<file path="config.mk">
export PLATFORM = sky130hd
export DESIGN_NAME = uart_tx_sched_flat
export DESIGN_NICKNAME = d
export VERILOG_FILES = /design/src/rtl/uart_pkg.sv /design/src/rtl/uart_tx_sched_if.sv /design/src/rtl/uart_baud_acc.sv /design/src/rtl/uart_tx_sched.sv /design/src/flat_wrapper.sv
export SDC_FILE = /design/constraint.sdc
export NUM_CORES = 1
export LEC_CHECK = 0
export CAP_MARGIN = 0
export CELL_PAD_IN_SITES_DETAIL_PLACEMENT = 0
export CELL_PAD_IN_SITES_GLOBAL_PLACEMENT = 1
export CORE_MARGIN = 1.5
export CORE_UTILIZATION = 34
export DETAILED_ROUTE_END_ITERATION = 8
export DONT_BUFFER_PORTS = 1
export PLACE_DENSITY_LB_ADDON = 0.1
export SLEW_MARGIN = 40
export SYNTH_ARGS = -nofsm -noshare
export SYNTH_HDL_FRONTEND = slang
export SYNTH_HIERARCHICAL = 1
export SYNTH_SLANG_ARGS = --single-unit
export TNS_END_PERCENT = 5
</file>
<file path="constraint.sdc">
create_clock -name clk -period 3.5 [get_ports clk]
set_input_delay 0.175 -clock clk [delete_from_list [all_inputs] [get_ports clk]]
set_output_delay 0.175 -clock clk [all_outputs]
set_load 0.03 [all_outputs]
</file>
<file path="src/rtl/uart_pkg.sv">
// Shared definitions for the UART transmit scheduler.
//   - tx_state_e : framing FSM states
//   - log2       : bit count of a value (number of bits needed to hold it)
//   - acc_width  : baud accumulator width from clock and baud rate
//   - acc_inc    : baud accumulator increment from clock and baud rate
package uart_pkg;

  typedef enum logic [2:0] {
    StIdle,
    StStart,
    StData,
    StParity,
    StStop
  } tx_state_e;

  // Counts bits up to the highest set bit, so log2(16) = 5.
  function automatic int unsigned log2(input longint unsigned v);
    int unsigned n;
    n = 0;
    while ((v >> n) != 64'd0) n++;
    return n;
  endfunction

  function automatic int unsigned acc_width(input int unsigned clk_hz, input int unsigned baud);
    return log2(64'(clk_hz / baud)) + 8;
  endfunction

  // Rounded Baud * 2^W / ClkFrequency, computed with both sides pre-scaled by 16.
  function automatic int unsigned acc_inc(input int unsigned clk_hz, input int unsigned baud);
    int unsigned     w;
    longint unsigned num;
    w   = acc_width(clk_hz, baud);
    num = (64'(baud) << (w - 4)) + 64'(clk_hz >> 5);
    return 32'(num / 64'(clk_hz >> 4));
  endfunction

endpackage

</file>
<file path="src/rtl/uart_tx_sched_if.sv">
// Requester-side bus of the UART transmit scheduler.
//   req/data   : level requests and per-requester bytes (byte i at [8i+7:8i])
//   ack        : one-hot capture pulse
//   grant_id   : requester being served, valid while busy
//   busy, txd  : frame in progress, serial line (idle high)
// master: requester side; slave: scheduler side.
interface uart_tx_sched_if #(
  parameter int unsigned NumReq = 4
);
  localparam int unsigned IdW = $clog2(NumReq);

  logic [NumReq-1:0]   req;
  logic [8*NumReq-1:0] data;
  logic [NumReq-1:0]   ack;
  logic [IdW-1:0]      grant_id;
  logic                busy;
  logic                txd;

  modport master (output req, output data, input ack, input grant_id, input busy, input txd);
  modport slave  (input req, input data, output ack, output grant_id, output busy, output txd);

endinterface

</file>
<file path="src/rtl/uart_baud_acc.sv">
// Enable-gated fractional baud tick generator.
//   clk, rst_n : clock, asynchronous active-low reset
//   enable_i   : count while high; while low the accumulator reloads to Inc
//   tick_o     : carry out of the W-bit fraction, one cycle per bit period
module uart_baud_acc #(
  parameter int unsigned W   = 13,
  parameter int unsigned Inc = 512
) (
  input  logic clk,
  input  logic rst_n,
  input  logic enable_i,
  output logic tick_o
);

  localparam logic [W:0] IncV = (W + 1)'(Inc);

  logic [W:0] acc_q, acc_d;

  // Reloading while disabled keeps every frame phase-aligned to its grant.
  always_comb begin
    acc_d = IncV;
    if (enable_i) acc_d = {1'b0, acc_q[W-1:0]} + IncV;
  end

  always_ff @(posedge clk or negedge rst_n) begin
    if (!rst_n) acc_q <= IncV;
    else        acc_q <= acc_d;
  end

  assign tick_o = acc_q[W];

endmodule

</file>
<file path="src/rtl/uart_tx_sched.sv">
// Round-robin scheduler and framing controller sharing one UART TX line.
//   clk, rst_n : clock, asynchronous active-low reset
//   bus        : uart_tx_sched_if.slave (req, data, ack, grant_id, busy, txd)
// Frame: start, 8 data bits LSB first, [even parity], stop.
// Optional: define UART_TX_SCHED_PARITY_EN to insert the parity bit.
module uart_tx_sched
  import uart_pkg::*;
#(
  parameter int unsigned ClkFrequency = 50000000,
  parameter int unsigned Baud         = 115200,
  parameter int unsigned NumReq       = 4
) (
  input logic           clk,
  input logic           rst_n,
  uart_tx_sched_if.slave bus
);

  localparam int unsigned IdW    = $clog2(NumReq);
  localparam int unsigned AccW   = acc_width(ClkFrequency, Baud);
  localparam int unsigned AccInc = acc_inc(ClkFrequency, Baud);
  localparam logic [IdW-1:0] LastId = IdW'(NumReq - 1);

  tx_state_e         state_q;
  logic [IdW-1:0]    rr_ptr_q, grant_id_q;
  logic [NumReq-1:0] ack_q;
  logic              busy_q, txd_q;
  logic [7:0]        shreg_q;
  logic [2:0]        bitcnt_q;
`ifdef UART_TX_SCHED_PARITY_EN
  logic              parity_q;
`endif

  logic              gnt_valid;
  logic [IdW-1:0]    gnt_idx, cand, rr_next;
  logic [7:0]        gnt_byte;
  logic              tick;
  logic              baud_en;

  assign baud_en = (state_q != StIdle);

  uart_baud_acc #(
    .W   (AccW),
    .Inc (AccInc)
  ) u_baud (
    .clk      (clk),
    .rst_n    (rst_n),
    .enable_i (baud_en),
    .tick_o   (tick)
  );

  // First set request at or after rr_ptr, wrapping modulo NumReq.
  always_comb begin
    gnt_valid = 1'b0;
    gnt_idx   = '0;
    cand      = '0;
    for (int unsigned i = 0; i < NumReq; i++) begin
      cand = IdW'((32'(rr_ptr_q) + i) % NumReq);
      if (!gnt_valid && bus.req[cand]) begin
        gnt_valid = 1'b1;
        gnt_idx   = cand;
      end
    end
    gnt_byte = '0;
    for (int unsigned i = 0; i < NumReq; i++) begin
      if (IdW'(i) == gnt_idx) gnt_byte = bus.data[8*i +: 8];
    end
    rr_next = (gnt_idx == LastId) ? '0 : gnt_idx + IdW'(1);
  end

  always_ff @(posedge clk or negedge rst_n) begin
    if (!rst_n) begin
      state_q    <= StIdle;
      rr_ptr_q   <= '0;
      grant_id_q <= '0;
      ack_q      <= '0;
      busy_q     <= 1'b0;
      txd_q      <= 1'b1;
      shreg_q    <= '0;
      bitcnt_q   <= '0;
`ifdef UART_TX_SCHED_PARITY_EN
      parity_q   <= 1'b0;
`endif
    end else begin
      ack_q <= '0;
      case (state_q)
        StIdle: begin
          if (gnt_valid) begin
            ack_q      <= NumReq'(1) << gnt_idx;
            shreg_q    <= gnt_byte;
            grant_id_q <= gnt_idx;
            rr_ptr_q   <= rr_next;
            busy_q     <= 1'b1;
            txd_q      <= 1'b0;
`ifdef UART_TX_SCHED_PARITY_EN
            parity_q   <= ^gnt_byte;
`endif
            state_q    <= StStart;
          end
        end
        StStart: begin
          if (tick) begin
            bitcnt_q <= '0;
            txd_q    <= shreg_q[0];
            state_q  <= StData;
          end
        end
        StData: begin
          if (tick) begin
            shreg_q  <= shreg_q >> 1;
            bitcnt_q <= bitcnt_q + 3'd1;
            if (bitcnt_q == 3'd7) begin
`ifdef UART_TX_SCHED_PARITY_EN
              txd_q   <= parity_q;
              state_q <= StParity;
`else
              txd_q   <= 1'b1;
              state_q <= StStop;
`endif
            end else begin
              txd_q <= shreg_q[1];
            end
          end
        end
`ifdef UART_TX_SCHED_PARITY_EN
        StParity: begin
          if (tick) begin
            txd_q   <= 1'b1;
            state_q <= StStop;
          end
        end
`endif
        StStop: begin
          if (tick) begin
            busy_q  <= 1'b0;
            txd_q   <= 1'b1;
            state_q <= StIdle;
          end
        end
        default: begin
          busy_q  <= 1'b0;
          txd_q   <= 1'b1;
          state_q <= StIdle;
        end
      endcase
    end
  end

  assign bus.ack      = ack_q;
  assign bus.grant_id = grant_id_q;
  assign bus.busy     = busy_q;
  assign bus.txd      = txd_q;

endmodule
</file>
<file path="src/flat_wrapper.sv">
// flat-port wrapper written by rule: the top's interface ports become plain ports
module uart_tx_sched_flat import uart_pkg::*;
#(
  parameter int unsigned ClkFrequency = 50000000,
  parameter int unsigned Baud         = 115200,
  parameter int unsigned NumReq       = 4
)
  (clk, rst_n, bus_req, bus_data, bus_ack, bus_grant_id, bus_busy, bus_txd);
  uart_tx_sched_if #(.NumReq(NumReq)) bus_i ();
  input logic clk;
  input logic rst_n;
  input wire logic [$bits(bus_i.req)-1:0] bus_req;
  input wire logic [$bits(bus_i.data)-1:0] bus_data;
  output wire logic [$bits(bus_i.ack)-1:0] bus_ack;
  output wire logic [$bits(bus_i.grant_id)-1:0] bus_grant_id;
  output wire logic [$bits(bus_i.busy)-1:0] bus_busy;
  output wire logic [$bits(bus_i.txd)-1:0] bus_txd;
  assign bus_i.req = bus_req;
  assign bus_i.data = bus_data;
  assign bus_ack = bus_i.ack;
  assign bus_grant_id = bus_i.grant_id;
  assign bus_busy = bus_i.busy;
  assign bus_txd = bus_i.txd;
  uart_tx_sched #(.ClkFrequency(ClkFrequency), .Baud(Baud), .NumReq(NumReq)) u_core (.clk(clk), .rst_n(rst_n), .bus(bus_i));
endmodule
</file>
Word-level counts from Yosys, hierarchy flattened:

Cells that the tools add are included.

* bits in registers: 42
* output and inout bits: 8
* logic and storage cells: 96

* $add $sub $neg: 6
* order comparisons: 4
* equality and inequality tests: 13
* shift operators: 1
* muxes and demuxes: 44
* bitwise operators: 1
* reductions and logical operators: 18

Operators by type and width (count)
* 8-bit 2-to-1 mux: 6
* 17-bit by 9-bit adder with 18-bit output (second input constant): 1
* 18-bit 2-to-1 mux: 1
* 3-bit 2-to-1 mux: 6
* 8-bit case mux with 2 select lines: 1
* 1-bit 2-to-1 mux: 15
* 2-bit by 3-bit < comparator with 1-bit output (second input constant): 4
* 3-bit case mux with 4 select lines: 1
* 2-bit 2-to-1 mux: 5
* 3-bit AND reduction: 3
* 1-bit binary-select mux with 2-bit select: 4
* 4-bit 2-to-1 mux: 2
* 3-bit equality test (second input constant): 2
* 2-bit != test (second input constant): 3
* 3-bit case mux with 2 select lines: 1
* 5-bit AND reduction: 1
* 2-bit by 1-bit adder with 2-bit output (second input constant): 2
* 2-bit adder (second input constant): 2
* 2-bit equality test (first input constant): 2
* 2-bit by 1-bit != test with 1-bit output (second input constant): 2
* 1-bit case mux with 4 select lines: 1
* 4-bit AND reduction: 1
* 2-bit nonzero test: 2
* 1-bit by 2-bit left shift with 4-bit output (first input constant): 1
* 14 further kinds: 18

Longest topological paths before layout:

* depth after elaboration: 19
* depth in mapped cells: 11
* mapped depth without buffers: 9

By module:

Netlist, hierarchy kept.

By module, submodules not included
* uart_tx_sched: times used 1, cells each 175, area an instance 1572.8 um2
* uart_baud_acc: times used 1, cells each 85, area an instance 848.3 um2

Worst setup path after synthesis:

No wires, ideal clock.

* path kind: register -> register
* start point: reg u_core.rr_ptr_q[0]
* end point: reg u_core.shreg_q[5]
* setup time: 0.095 ns
* arrival time: 2.184 ns
* data required time: 3.405 ns
* path slack: 1.221 ns
* stages on the path, launching flop included: 11
* buffers on the path: 1
* clock period less this slack: 2.279 ns
* cell sequence: dfrtp_1 > nand2b_1 > nand2_1 > a221oi_1 > inv_1 > ha_1 > buf_2 > nand3b_1 > a221oi_1 > a211oi_1 > o31ai_1

* word-level cells in the longest chain between the ends: 19
* elaborated cells between the ends (all ways): 37
* classes of those cells: add/sub (3); eq/ne (4); mux (22); reduce/logical (8)

Ends and longest elaborated chain
* from (decl): line uart_tx_sched.sv:24 `logic [IdW-1:0] rr_ptr_q, grant_id_q;`
* from (signal assigned): line uart_tx_sched.sv:91 `rr_ptr_q <= rr_next;`
* branches (longest 11 deep; another with 2-bit by 1-bit adder with 2-bit output)
* 2-bit 2-to-1 mux *: line uart_tx_sched.sv:58 `if (!gnt_valid && bus.req[cand]) begin`
* via u_core.gnt_idx[1]: line uart_tx_sched.sv:34 `logic [IdW-1:0] gnt_idx, cand, rr_next;`
* 2-bit logical NOT: line uart_tx_sched.sv:65 `if (IdW'(i) == gnt_idx) gnt_byte = bus.data[8*i +: 8];`
* 8-bit 2-to-1 mux (3 in series): line uart_tx_sched.sv:65
* 8-bit 2-to-1 mux *: line uart_tx_sched.sv:65
* 8-bit 2-to-1 mux *: line uart_tx_sched.sv:87 `if (gnt_valid) begin`
* 8-bit case mux with 2 select lines *: line uart_tx_sched.sv:85 `case (state_q)`
* to (signal assigned): line uart_tx_sched.sv:89 `shreg_q <= gnt_byte;`
* to (signal assigned): line uart_tx_sched.sv:109 `shreg_q <= shreg_q >> 1;`
* to (decl): line uart_tx_sched.sv:27 `logic [7:0] shreg_q;`

Mark *: on every way through the listed nets, which the timed path passes. The select of a mux whose other input is x is not followed.
A chain may end at the register's enable or synchronous reset.

Final worst setup path:

* start point: reg u_core.rr_ptr_q[0]
* end point: reg u_core.shreg_q[4]

The elaborated chain is that of the path after synthesis.

==> results.md <==
* Layout overhead on the synthesized area at 8.89%
* # Post-CTS Setup Buffers at 0
* CP max FO at 17
* Setup TNS at 0 ps
* Clock transition time at the flip-flop clock pins of the worst setup and hold paths at 90 ps
* Post-synth EDFFs at 0
* Sinks on the clock net at 41
* Switching part of the total power at 0.320
* Via-to-Cell Ratio at 5.31
* Sequential share of power at 0.447
* Clock share of power at 0.301
* Classification of the worst-slack hold path: in -> reg
* Required time of the worst setup path at 3710 ps
* Synthesized area per cell at 9.31 um2
* Crit Path Class: reg -> reg
* Share of flip-flops with an asynchronous set or reset after synthesis at 1.00
* Worst voltage drop across the vdd grid at 220 uV
* Crit end category: flop
* Outcome: finished clean
* Post-cts resize count at 0
* Leading post-synthesis cells by cell area: sky130_fd_sc_hd__dfrtp_1 (36%), sky130_fd_sc_hd__dfstp_2 (6.5%), sky130_fd_sc_hd__a21oi_1 (5.2%), sky130_fd_sc_hd__nand2_1 (3.9%), sky130_fd_sc_hd__o31ai_1 (3.7%)
* Core region area at 6830 um2
* Signal arrival time at the worst endpoint at 3000 ps
* Gp weighted congestion at 0.707
* H-tree levels at 2
* Remaining number of nets flagged by the antenna check after routing at 0
* Max_slew headroom at 0.517
* Antenna violations before repair at 0
* Nets at 299
* Worst-case clock skew at 8.13 ps
* Final setup violation count at 0
* Buffer depth of the longest clock path at 2
* Final number of hold-violating endpoints at 0
* Worst-skew pair later-pin latency at 300 ps
* Width of the die at 87.4 um
* Global-route wire length before repair at 8670 um
* Top flip-flop cell by instance count after synthesis: sky130_fd_sc_hd__dfrtp_1
* LEAKAGE at 0.00111 uW
* Pin count of the biggest net entering global routing at 42
* Instance count of the mapped netlist at 260
* Clock buffer count from CTS at 5
* Cell taking the most area after synthesis: sky130_fd_sc_hd__dfrtp_1
* Root buf cell: sky130_fd_sc_hd__clkbuf_8
* Routed wirelength normalized by instance count at 15.0 um
* Crit path time final at 2790 ps
* Register bit count reported by yosys at 41
* Total net switching power at 490 uW
* Gate power share at 0.252
* Post-CTS Hold Fix Bufs at 2
* Yosys top cell area share at 0.362
* Fmax at 358 MHz
* Vertical die dimension at 87.4 um
* Leftover overflow at the end of global routing at 0
* Smallest hold slack at 135 ps
* Number of global-route vias before repair at 1,765
* Count of synthesis-stage warnings from yosys at 6
* Die outline area at 7640 um2
* Port Buffers at 0
* Number of detailed-routing iterations run before antenna repair at 4
* CTS tree: done
* Max Cap Violations at 0
* Remaining DRCs at 0
* Total nets after synthesis at 305
* Number of different library cells in the post-synthesis netlist at 46
* Final worst path period share at 0.797
* Via count at 1,863
* Fraction of layout cells with a size suffix above 1 at 0.110
* Count of routing violations after the opening detailed-route iteration at 72
* Dpl hpwl at 3620 um
* Final slew viol count at 0
* Tightest Pin Transition at 718 ps
* Power density over cell area at 580 nW/um2
* Post-synthesis instance area at 2420 um2
* Total detailed-routing wirelength at 5250 um
* Starting utilization of the core area at 0.354
* Antenna cells at 0
* Sort of element at the start of the critical path: flop
* Top-level I/O count at 46
* Unrepaired setup endpoints after global routing: false
* Sequential-to-total area share from yosys stat at 0.427
* GRT Total Usage at 0.146
* Internal portion of total power at 1040 uW
* Number of core rows at 30
==> cells by family after synthesis <==
| family | share of synthesized area |
|---|---|
| muxes | 0.0305 |
| DFF | 0.427 |
| and+or+nand+nor | 0.214 |
| buffers and inverters | 0.0517 |
| AOI/OAI and AO/OA | 0.229 |
| xor gates and xnor gates | 0.0109 |
| adders and majority gates | 0.0362 |
==> power groups by stage <==
stage                     combinational (uW)  sequential [uW]  clock (uW)
after floorplan                          319              666           0
after global placement                   371              694           0
after detailed placement                 374              692           0
after CTS                                388              684         475
after global routing                     444              702         496
final                                    386              683         460
==> per-stage QoR <==
step                 util  setup WS (ps)  instances  power [uW]  cell area (um2)
finish              0.386            709        351        1530             2640
global route        0.386            396        351        1640             2640
CTS                 0.386            728        351        1550             2640
detailed placement  0.362            756        341        1070             2470
global placement    0.362            805        341        1060             2470
floorplan               -           1220        260         985             2420
==> flip-flops by register name (all words and copies together) (netlist names) <==
signal               count
u_core/bus.busy          1
u_core/bus.ack           4
u_core/bus.txd           1
u_core/bus.grant_id      2
u_core/u_baud/acc_q     17
u_core/rr_ptr_q          2
u_core/bitcnt_q          3
u_core/state_q           3
u_core/shreg_q           8
==> cells in the final DEF, fill, tap and decap left out, types with 7 or more instances in the layout <==
master / n
sky130_fd_sc_hd__a221oi_1: 8
sky130_fd_sc_hd__a211oi_1: 9
sky130_fd_sc_hd__nand3b_1: 8
sky130_fd_sc_hd__ha_1: 7
sky130_fd_sc_hd__inv_1: 14
sky130_fd_sc_hd__dfrtp_1: 35
sky130_fd_sc_hd__a22o_1: 7
sky130_fd_sc_hd__o31ai_1: 12
sky130_fd_sc_hd__nand2_1: 25
sky130_fd_sc_hd__nor2_1: 20
sky130_fd_sc_hd__a21oi_1: 25
==> cell usage after synthesis, drive strengths merged (3+ instances only) <==
cell type	count
nand3	3
nand3b	8
or3	5
mux2i	4
nand2	25
mux2	3
nor3	3
o21ai	8
inv	14
nor4	4
nand2b	6
ha	7
nor2	22
or4	6
a22o	7
a211oi	10
buf	7
a221oi	8
dfrtp	35
clkbuf	8
and2	6
o31ai	12
a21oi	26
nor3b	3
dfstp	6
xnor2	3
==> worst max-delay path, stage by stage, from the launching register on <==
cell and delay, ps:
sky130_fd_sc_hd__dfrtp_1 440, sky130_fd_sc_hd__nand2b_1 120, sky130_fd_sc_hd__nand2_1 60, sky130_fd_sc_hd__a221oi_1 590
sky130_fd_sc_hd__inv_1 160, sky130_fd_sc_hd__ha_1 410, sky130_fd_sc_hd__nand3b_1 230, sky130_fd_sc_hd__a221oi_1 360
sky130_fd_sc_hd__a211oi_1 80, sky130_fd_sc_hd__o31ai_1 250
==> per-layer routing <==
metal / GRT usage / routed length (um) / up-vias
li1: - / - / 930
met1: 0.204 / 2540 / 894
met2: 0.220 / 2490 / 28
met3: 0.0398 / 151 / 11
met4: 0.0476 / 74 / 0
met5: 0 / 0 / -
==> cell type report <==
cell class,count,area [um2]
clock buffers,5,68.8
clock inverters,3,65.1
fillers,720,4200
inverters,15,56.3
multi-input cells,189,1260
flip-flops and latches,41,1030
well taps,96,120
repair buffers,2,30.0
==> worst paths after layout <==
path                                                  start                               end  slack [ps]  depth (start not counted)
hold / removal                                 bus_data[31]     u_core/shreg_q[7]$_DFFE_PN0P_         130                          2
hold reg to reg            u_core/u_baud/acc_q[1]$_DFF_PN1_  u_core/u_baud/acc_q[1]$_DFF_PN1_         480                          1
min in group asynchronous                             rst_n       u_core/bus.busy$_DFFE_PN0P_         330                          2
setup / recovery             u_core/rr_ptr_q[0]$_DFFE_PN0P_     u_core/shreg_q[4]$_DFFE_PN0P_         710                          9
setup reg to reg             u_core/rr_ptr_q[0]$_DFFE_PN0P_     u_core/shreg_q[4]$_DFFE_PN0P_         710                          9
max in group asynchronous                             rst_n  u_core/u_baud/acc_q[2]$_DFF_PN1_        2890                          2
Note: power is estimated with default switching activity, not from simulation.
